File: config.mk
export PLATFORM = sky130hd
export DESIGN_NAME = extend_pipe_flat
export DESIGN_NICKNAME = d
export VERILOG_FILES = /design/src/rtl/extend_pipe_if.sv /design/src/rtl/extend_pipe.sv /design/src/flat_wrapper.sv
export SDC_FILE = /design/constraint.sdc
export NUM_CORES = 1
export LEC_CHECK = 0
export CAP_MARGIN = 5
export CORE_MARGIN = 1.5
export CORE_UTILIZATION = 46
export CTS_CLUSTER_SIZE = 12
export DETAILED_ROUTE_END_ITERATION = 8
export PLACE_DENSITY = 0.77
export SYNTH_ARGS = -nofsm -noshare
export SYNTH_HDL_FRONTEND = slang
export SYNTH_SLANG_ARGS = --single-unit
File: constraint.sdc
create_clock -name clk -period 3.9 [get_ports clk]
set_clock_uncertainty 0.05 [all_clocks]
set_input_delay 1.17 -clock clk [delete_from_list [all_inputs] [get_ports clk]]
set_output_delay 1.17 -clock clk [all_outputs]
set_load 0.1 [all_outputs]
File: src/rtl/extend_pipe_if.sv
// Handshake bundle for extend_pipe: upstream raw words in, extended words and statistics out.
// The master modport is the environment side, the slave modport is the extender.
interface extend_pipe_if #(
  parameter int unsigned CNT_W = 16
);
  logic             in_valid;
  logic             in_ready;
  logic [31:0]      in_data;
  logic [1:0]       in_size;
  logic [1:0]       in_mode;
  logic             out_valid;
  logic             out_ready;
  logic [31:0]      out_data;
  logic             out_err;
  logic [CNT_W-1:0] word_cnt;
  logic [CNT_W-1:0] err_cnt;

  modport master (
    output in_valid, in_data, in_size, in_mode, out_ready,
    input  in_ready, out_valid, out_data, out_err, word_cnt, err_cnt
  );

  modport slave (
    input  in_valid, in_data, in_size, in_mode, out_ready,
    output in_ready, out_valid, out_data, out_err, word_cnt, err_cnt
  );
endinterface

File: src/rtl/extend_pipe.sv
// Zero/sign/ones extension of byte, half or word fields into a 2-entry output FIFO,
// with saturating counters of delivered words and delivered error words.
module extend_pipe #(
  parameter int unsigned CNT_W = 16
) (
  input logic          clk,
  input logic          rst,
  extend_pipe_if.slave bus
);

  typedef enum logic [1:0] {StEmpty, StOne, StFull} state_e;

  state_e           state_q;
  logic             in_ready_q;
  logic             out_valid_q;
  logic [31:0]      mem_data_q [2];
  logic [1:0]       mem_err_q;
  logic             rd_ptr_q;
  logic             wr_ptr_q;
  logic [CNT_W-1:0] word_cnt_q;
  logic [CNT_W-1:0] err_cnt_q;

  logic        push;
  logic        pop;
  logic        sign_bit;
  logic        fill_bit;
  logic        ext_err;
  logic [31:0] ext_data;

  assign push = bus.in_valid & in_ready_q;
  assign pop  = out_valid_q & bus.out_ready;

  always_comb begin
    ext_err  = (bus.in_size == 2'b11) || (bus.in_mode == 2'b11);
    sign_bit = (bus.in_size == 2'b00) ? bus.in_data[7] : bus.in_data[15];
    fill_bit = (bus.in_mode == 2'b10) || ((bus.in_mode == 2'b01) && sign_bit);
    ext_data = '0;
    case (bus.in_size)
      2'b00:   ext_data = {{24{fill_bit}}, bus.in_data[7:0]};
      2'b01:   ext_data = {{16{fill_bit}}, bus.in_data[15:0]};
      2'b10:   ext_data = bus.in_data;
      default: ext_data = '0;
    endcase
    if (ext_err) begin
      ext_data = '0;
    end
  end

  // Occupancy FSM; in_ready/out_valid are registered alongside the state.
  always_ff @(posedge clk or posedge rst) begin
    if (rst) begin
      state_q     <= StEmpty;
      in_ready_q  <= 1'b1;
      out_valid_q <= 1'b0;
    end else begin
      case (state_q)
        StEmpty: begin
          if (push) begin
            state_q     <= StOne;
            out_valid_q <= 1'b1;
          end
        end
        StOne: begin
          if (push && !pop) begin
            state_q    <= StFull;
            in_ready_q <= 1'b0;
          end else if (!push && pop) begin
            state_q     <= StEmpty;
            out_valid_q <= 1'b0;
          end
        end
        StFull: begin
          if (pop) begin
            state_q    <= StOne;
            in_ready_q <= 1'b1;
          end
        end
        default: begin
          state_q     <= StEmpty;
          in_ready_q  <= 1'b1;
          out_valid_q <= 1'b0;
        end
      endcase
    end
  end

  // Storage is cleared on reset so the idle head reads as zero.
  always_ff @(posedge clk or posedge rst) begin
    if (rst) begin
      mem_data_q[0] <= '0;
      mem_data_q[1] <= '0;
      mem_err_q     <= '0;
      rd_ptr_q      <= 1'b0;
      wr_ptr_q      <= 1'b0;
    end else begin
      if (push) begin
        mem_data_q[wr_ptr_q] <= ext_data;
        mem_err_q[wr_ptr_q]  <= ext_err;
        wr_ptr_q             <= ~wr_ptr_q;
      end
      if (pop) begin
        rd_ptr_q <= ~rd_ptr_q;
      end
    end
  end

  always_ff @(posedge clk or posedge rst) begin
    if (rst) begin
      word_cnt_q <= '0;
      err_cnt_q  <= '0;
    end else if (pop) begin
      if (word_cnt_q != {CNT_W{1'b1}}) begin
        word_cnt_q <= word_cnt_q + CNT_W'(1);
      end
      if (mem_err_q[rd_ptr_q] && (err_cnt_q != {CNT_W{1'b1}})) begin
        err_cnt_q <= err_cnt_q + CNT_W'(1);
      end
    end
  end

  assign bus.in_ready  = in_ready_q;
  assign bus.out_valid = out_valid_q;
  assign bus.out_data  = mem_data_q[rd_ptr_q];
  assign bus.out_err   = mem_err_q[rd_ptr_q];
  assign bus.word_cnt  = word_cnt_q;
  assign bus.err_cnt   = err_cnt_q;

endmodule

File: src/flat_wrapper.sv
// flat-port wrapper written by rule: the top's interface ports become plain ports
module extend_pipe_flat 
#(
  parameter int unsigned CNT_W = 16
)
  (clk, rst, bus_in_valid, bus_in_data, bus_in_size, bus_in_mode, bus_out_ready, bus_in_ready, bus_out_valid, bus_out_data, bus_out_err, bus_word_cnt, bus_err_cnt);
  extend_pipe_if #(.CNT_W(CNT_W)) bus_i ();
  input logic clk;
  input logic rst;
  input wire logic [$bits(bus_i.in_valid)-1:0] bus_in_valid;
  input wire logic [$bits(bus_i.in_data)-1:0] bus_in_data;
  input wire logic [$bits(bus_i.in_size)-1:0] bus_in_size;
  input wire logic [$bits(bus_i.in_mode)-1:0] bus_in_mode;
  input wire logic [$bits(bus_i.out_ready)-1:0] bus_out_ready;
  output wire logic [$bits(bus_i.in_ready)-1:0] bus_in_ready;
  output wire logic [$bits(bus_i.out_valid)-1:0] bus_out_valid;
  output wire logic [$bits(bus_i.out_data)-1:0] bus_out_data;
  output wire logic [$bits(bus_i.out_err)-1:0] bus_out_err;
  output wire logic [$bits(bus_i.word_cnt)-1:0] bus_word_cnt;
  output wire logic [$bits(bus_i.err_cnt)-1:0] bus_err_cnt;
  assign bus_i.in_valid = bus_in_valid;
  assign bus_i.in_data = bus_in_data;
  assign bus_i.in_size = bus_in_size;
  assign bus_i.in_mode = bus_in_mode;
  assign bus_i.out_ready = bus_out_ready;
  assign bus_in_ready = bus_i.in_ready;
  assign bus_out_valid = bus_i.out_valid;
  assign bus_out_data = bus_i.out_data;
  assign bus_out_err = bus_i.out_err;
  assign bus_word_cnt = bus_i.word_cnt;
  assign bus_err_cnt = bus_i.err_cnt;
  extend_pipe #(.CNT_W(CNT_W)) u_core (.clk(clk), .rst(rst), .bus(bus_i));
endmodule
==> impl_metrics.tcl <==
set metrics [dict create \
    synth-seq-area-share_pct 53.8 \
    syn_to_final_growth_pct 34.8 \
    grt-ovfl-total 0 \
    gp_congestion 0.771 \
    slew_headroom_pct 59.5 \
    hold_class "reg2reg" \
    core_region_area_mm2 0.0103 \
    n_antenna_cell 0 \
    cts_resized 0 \
    cts_tree "done" \
    drt_iter0_markers 173 \
    root_buffer "clkbuf_8" \
    worstMarginPinSlew_ps 605 \
    clkSlewWorstSetupHoldPaths_ps 100 \
    final_util_pct 63.5 \
    ys_types 35 \
    rr_endpoint "u_core.bus.err_cnt[1]" \
    worstSetupStartpointType "register" \
    start_util_pct 47.1 \
    power.leakage_nw 2.94 \
    post_drt_wl_per_cell_um 14.9 \
    yosys_warnings 0 \
    rr_startpoint "u_core.rd_ptr_q" \
    drive_above_1_share_pct 22.7 \
    yosys.area.top_type "dfrtp_1" \
    rrSetupSlack_ps 1860 \
    die_y_um 106 \
    first_global_vias 3851 \
    vdd_drop_max_uv 162 \
    power_density_mw_per_mm2 287 \
    cts-htree-levels 3 \
    mostFrequentLayoutCell "nand2_1" \
    clockBufferDepth 2 \
    portBuffers 106 \
    combinationalPowerShare_pct 6.4 \
    vias 3868 \
    cts_setup_buffers 0 \
    cts.sinks 104 \
    max_freq_mhz 319 \
    drt_first_pass_iters 4 \
    grt_pass1_wl_um 18800 \
    seq_power_share_pct 57.5 \
    switchingPower_w 0.000438 \
    layout_common_cells "nand2_1, dfrtp_1, o21ai_0, buf_4, clkdlybuf4s50_1" \
    grt_max_degree 63 \
    synth_fp_nets 538 \
    worstPathRequired_ps 2680 \
    pwr-share-clk_pct 36.1 \
    register_area_mm2 0.00260 \
    swShare_pct 23.4 \
    clock_latency_ps 350 \
    cap_violations 0 \
    synth_top_area_share_pct 53.2 \
    grt_use_total_pct 20.8 \
    fp.dieW_um 106 \
    hpwl_um 7920 \
    multi_input_area_mm2 0.00212 \
    num_rows 37 \
    synthCells 494 \
    finalSetupTns_ps 0 \
    ant_nets 0 \
    syn_avg_cell_area_um2 9.80 \
    holdPathStages 2 \
    power_w 0.00187 \
    nNetsFinal 642 \
    synth-seq-cells 104 \
    arrival_ps 1910 \
    whs_endpoint "u_core.mem_data_q[24]" \
    io-pin-count 107 \
    min_period_ps 3130 \
    dieArea_mm2 0.0112 \
    syn-cell-area_mm2 0.00484 \
    synth.area.top_cells "dfrtp_1, nand2_1, mux2_2" \
    p_int_w 0.00144 \
    setup-violations-final 0 \
    cts_buffers 9 \
    slew_viol_final 0 \
    end_kind "output pin" \
    viasPerCell 5.23 \
    hold_viol 0 \
    worstSetupPathType "reg2out" \
    outcome "complete, no violations" \
    antenna_found_initial 0 \
    wl_um 11000 \
    rsz0062_at_grt "no" \
    n_fill_cell 859 \
    period_share_pct 80.3 \
    holdCritStartpoint "u_core.mem_data_q[24]" \
    drc_errors 0 \
    cts_hold_buf 0 \
    reg2regPathDepth 4 \
    path_max_fanout 22 \
]
## routing by layer
metal / vias to the layer above / part of all wire, % / track usage [%]
met3: 17 / 5.3 / 4.21
met1: 1879 / 45 / 27.8
met2: 101 / 48 / 34.5
met4: 0 / 1.6 / 6.37
met5: - / 0 / 0
li1: 1871 / - / -
## power by group through the flow
stage	clock (W)	combinational, W	sequential, W
2_1_floorplan	0	0.0000542	0.00110
3_5_place_dp	0	0.000121	0.00110
5_1_grt	0.000749	0.000133	0.00108
6_report	0.000677	0.000119	0.00108
4_1_cts	0.000691	0.000122	0.00108
3_3_place_gp	0	0.000117	0.00110
## flip-flops by register name, indices dropped and copies added (netlist names)
register,cells
u_core.bus.err_cnt,16
u_core.wr_ptr_q,1
u_core.rd_ptr_q,1
u_core.mem_data_q,64
u_core.state_q,2
u_core.bus.out_valid,1
u_core.mem_err_q,2
u_core.bus.word_cnt,16
u_core.bus.in_ready,1
## Yosys cell counts
library cell / instances
nand2_1: 118
dfrtp_1: 103
nor4_1: 1
ha_1: 4
nand4_1: 11
clkbuf_1: 13
nor3_2: 1
and4_4: 1
nand2b_1: 2
nand3_1: 14
mux2_2: 36
nor4_4: 1
nor3_1: 1
nor2_1: 29
and2_1: 1
nor2b_1: 4
buf_1: 3
a31oi_2: 1
a31oi_1: 1
a21oi_4: 1
buf_2: 7
a21oi_1: 19
xor2_1: 4
dfstp_2: 1
a22oi_2: 1
xnor2_1: 27
and3_1: 6
nor4b_2: 1
or2_2: 1
inv_1: 5
and4_1: 3
nand4bb_1: 1
nand3b_1: 3
o21a_1: 1
o21ai_0: 68
## through the flow
| stage | setup WS (ps) | cell area (µm²) | hold slack [ps] | std cells |
|---|---|---|---|---|
| after global placement | 838 | 6330 | 406 | 723 |
| after floorplan | 1280 | 4850 | 394 | 494 |
| after detailed placement | 720 | 6330 | 415 | 723 |
| after global routing | 670 | 6530 | 463 | 739 |
| final | 768 | 6530 | 435 | 739 |
| after CTS | 749 | 6530 | 437 | 739 |
## how the worst max path moves through the flow
stage | start | end | slack [ps] | cells past startpoint
after CTS | u_core.rd_ptr_q | bus_out_data[31] | 750 | 3
after global placement | bus_in_size[0] | u_core.mem_data_q[40] | 840 | 6
final | u_core.rd_ptr_q | bus_out_data[0] | 770 | 3
after floorplan | u_core.rd_ptr_q | bus_out_data[22] | 1280 | 3
after detailed placement | bus_in_size[0] | u_core.mem_data_q[40] | 720 | 6
after global routing | u_core.rd_ptr_q | bus_out_data[25] | 670 | 3
## worst max-delay path, stage by stage (launching register included)
cell and delay, ps:
dfrtp_1 720, buf_12 260, mux2_2 390, buf_12 170
## cells by family (layout without fill, tap and decap cells)
| family | after synthesis | after routing | synth area share, % |
|---|---|---|---|
| xor gates and xnor gates | 31 | 31 | 5.61 |
| and+or+nand+nor | 199 | 199 | 18.7 |
| DFF | 104 | 104 | 53.8 |
| AOI/OAI and AO/OA | 92 | 92 | 10.1 |
| adders and majority gates | 4 | 4 | 1.03 |
| buffers and inverters | 28 | 137 | 2.35 |
| muxes | 36 | 36 | 8.37 |
## layout make-up
cell class,instances,share of cell area (%)
Sequential cell,104,39.9
Timing Repair Buffer,116,21.6
Clock buffer,11,2.01
Multi-Input combinational cell,362,32.6
Inverter,5,0.345
Tap cell,136,2.61
Clock inverter,5,1.02
Power figures use the tool's default switching activity.
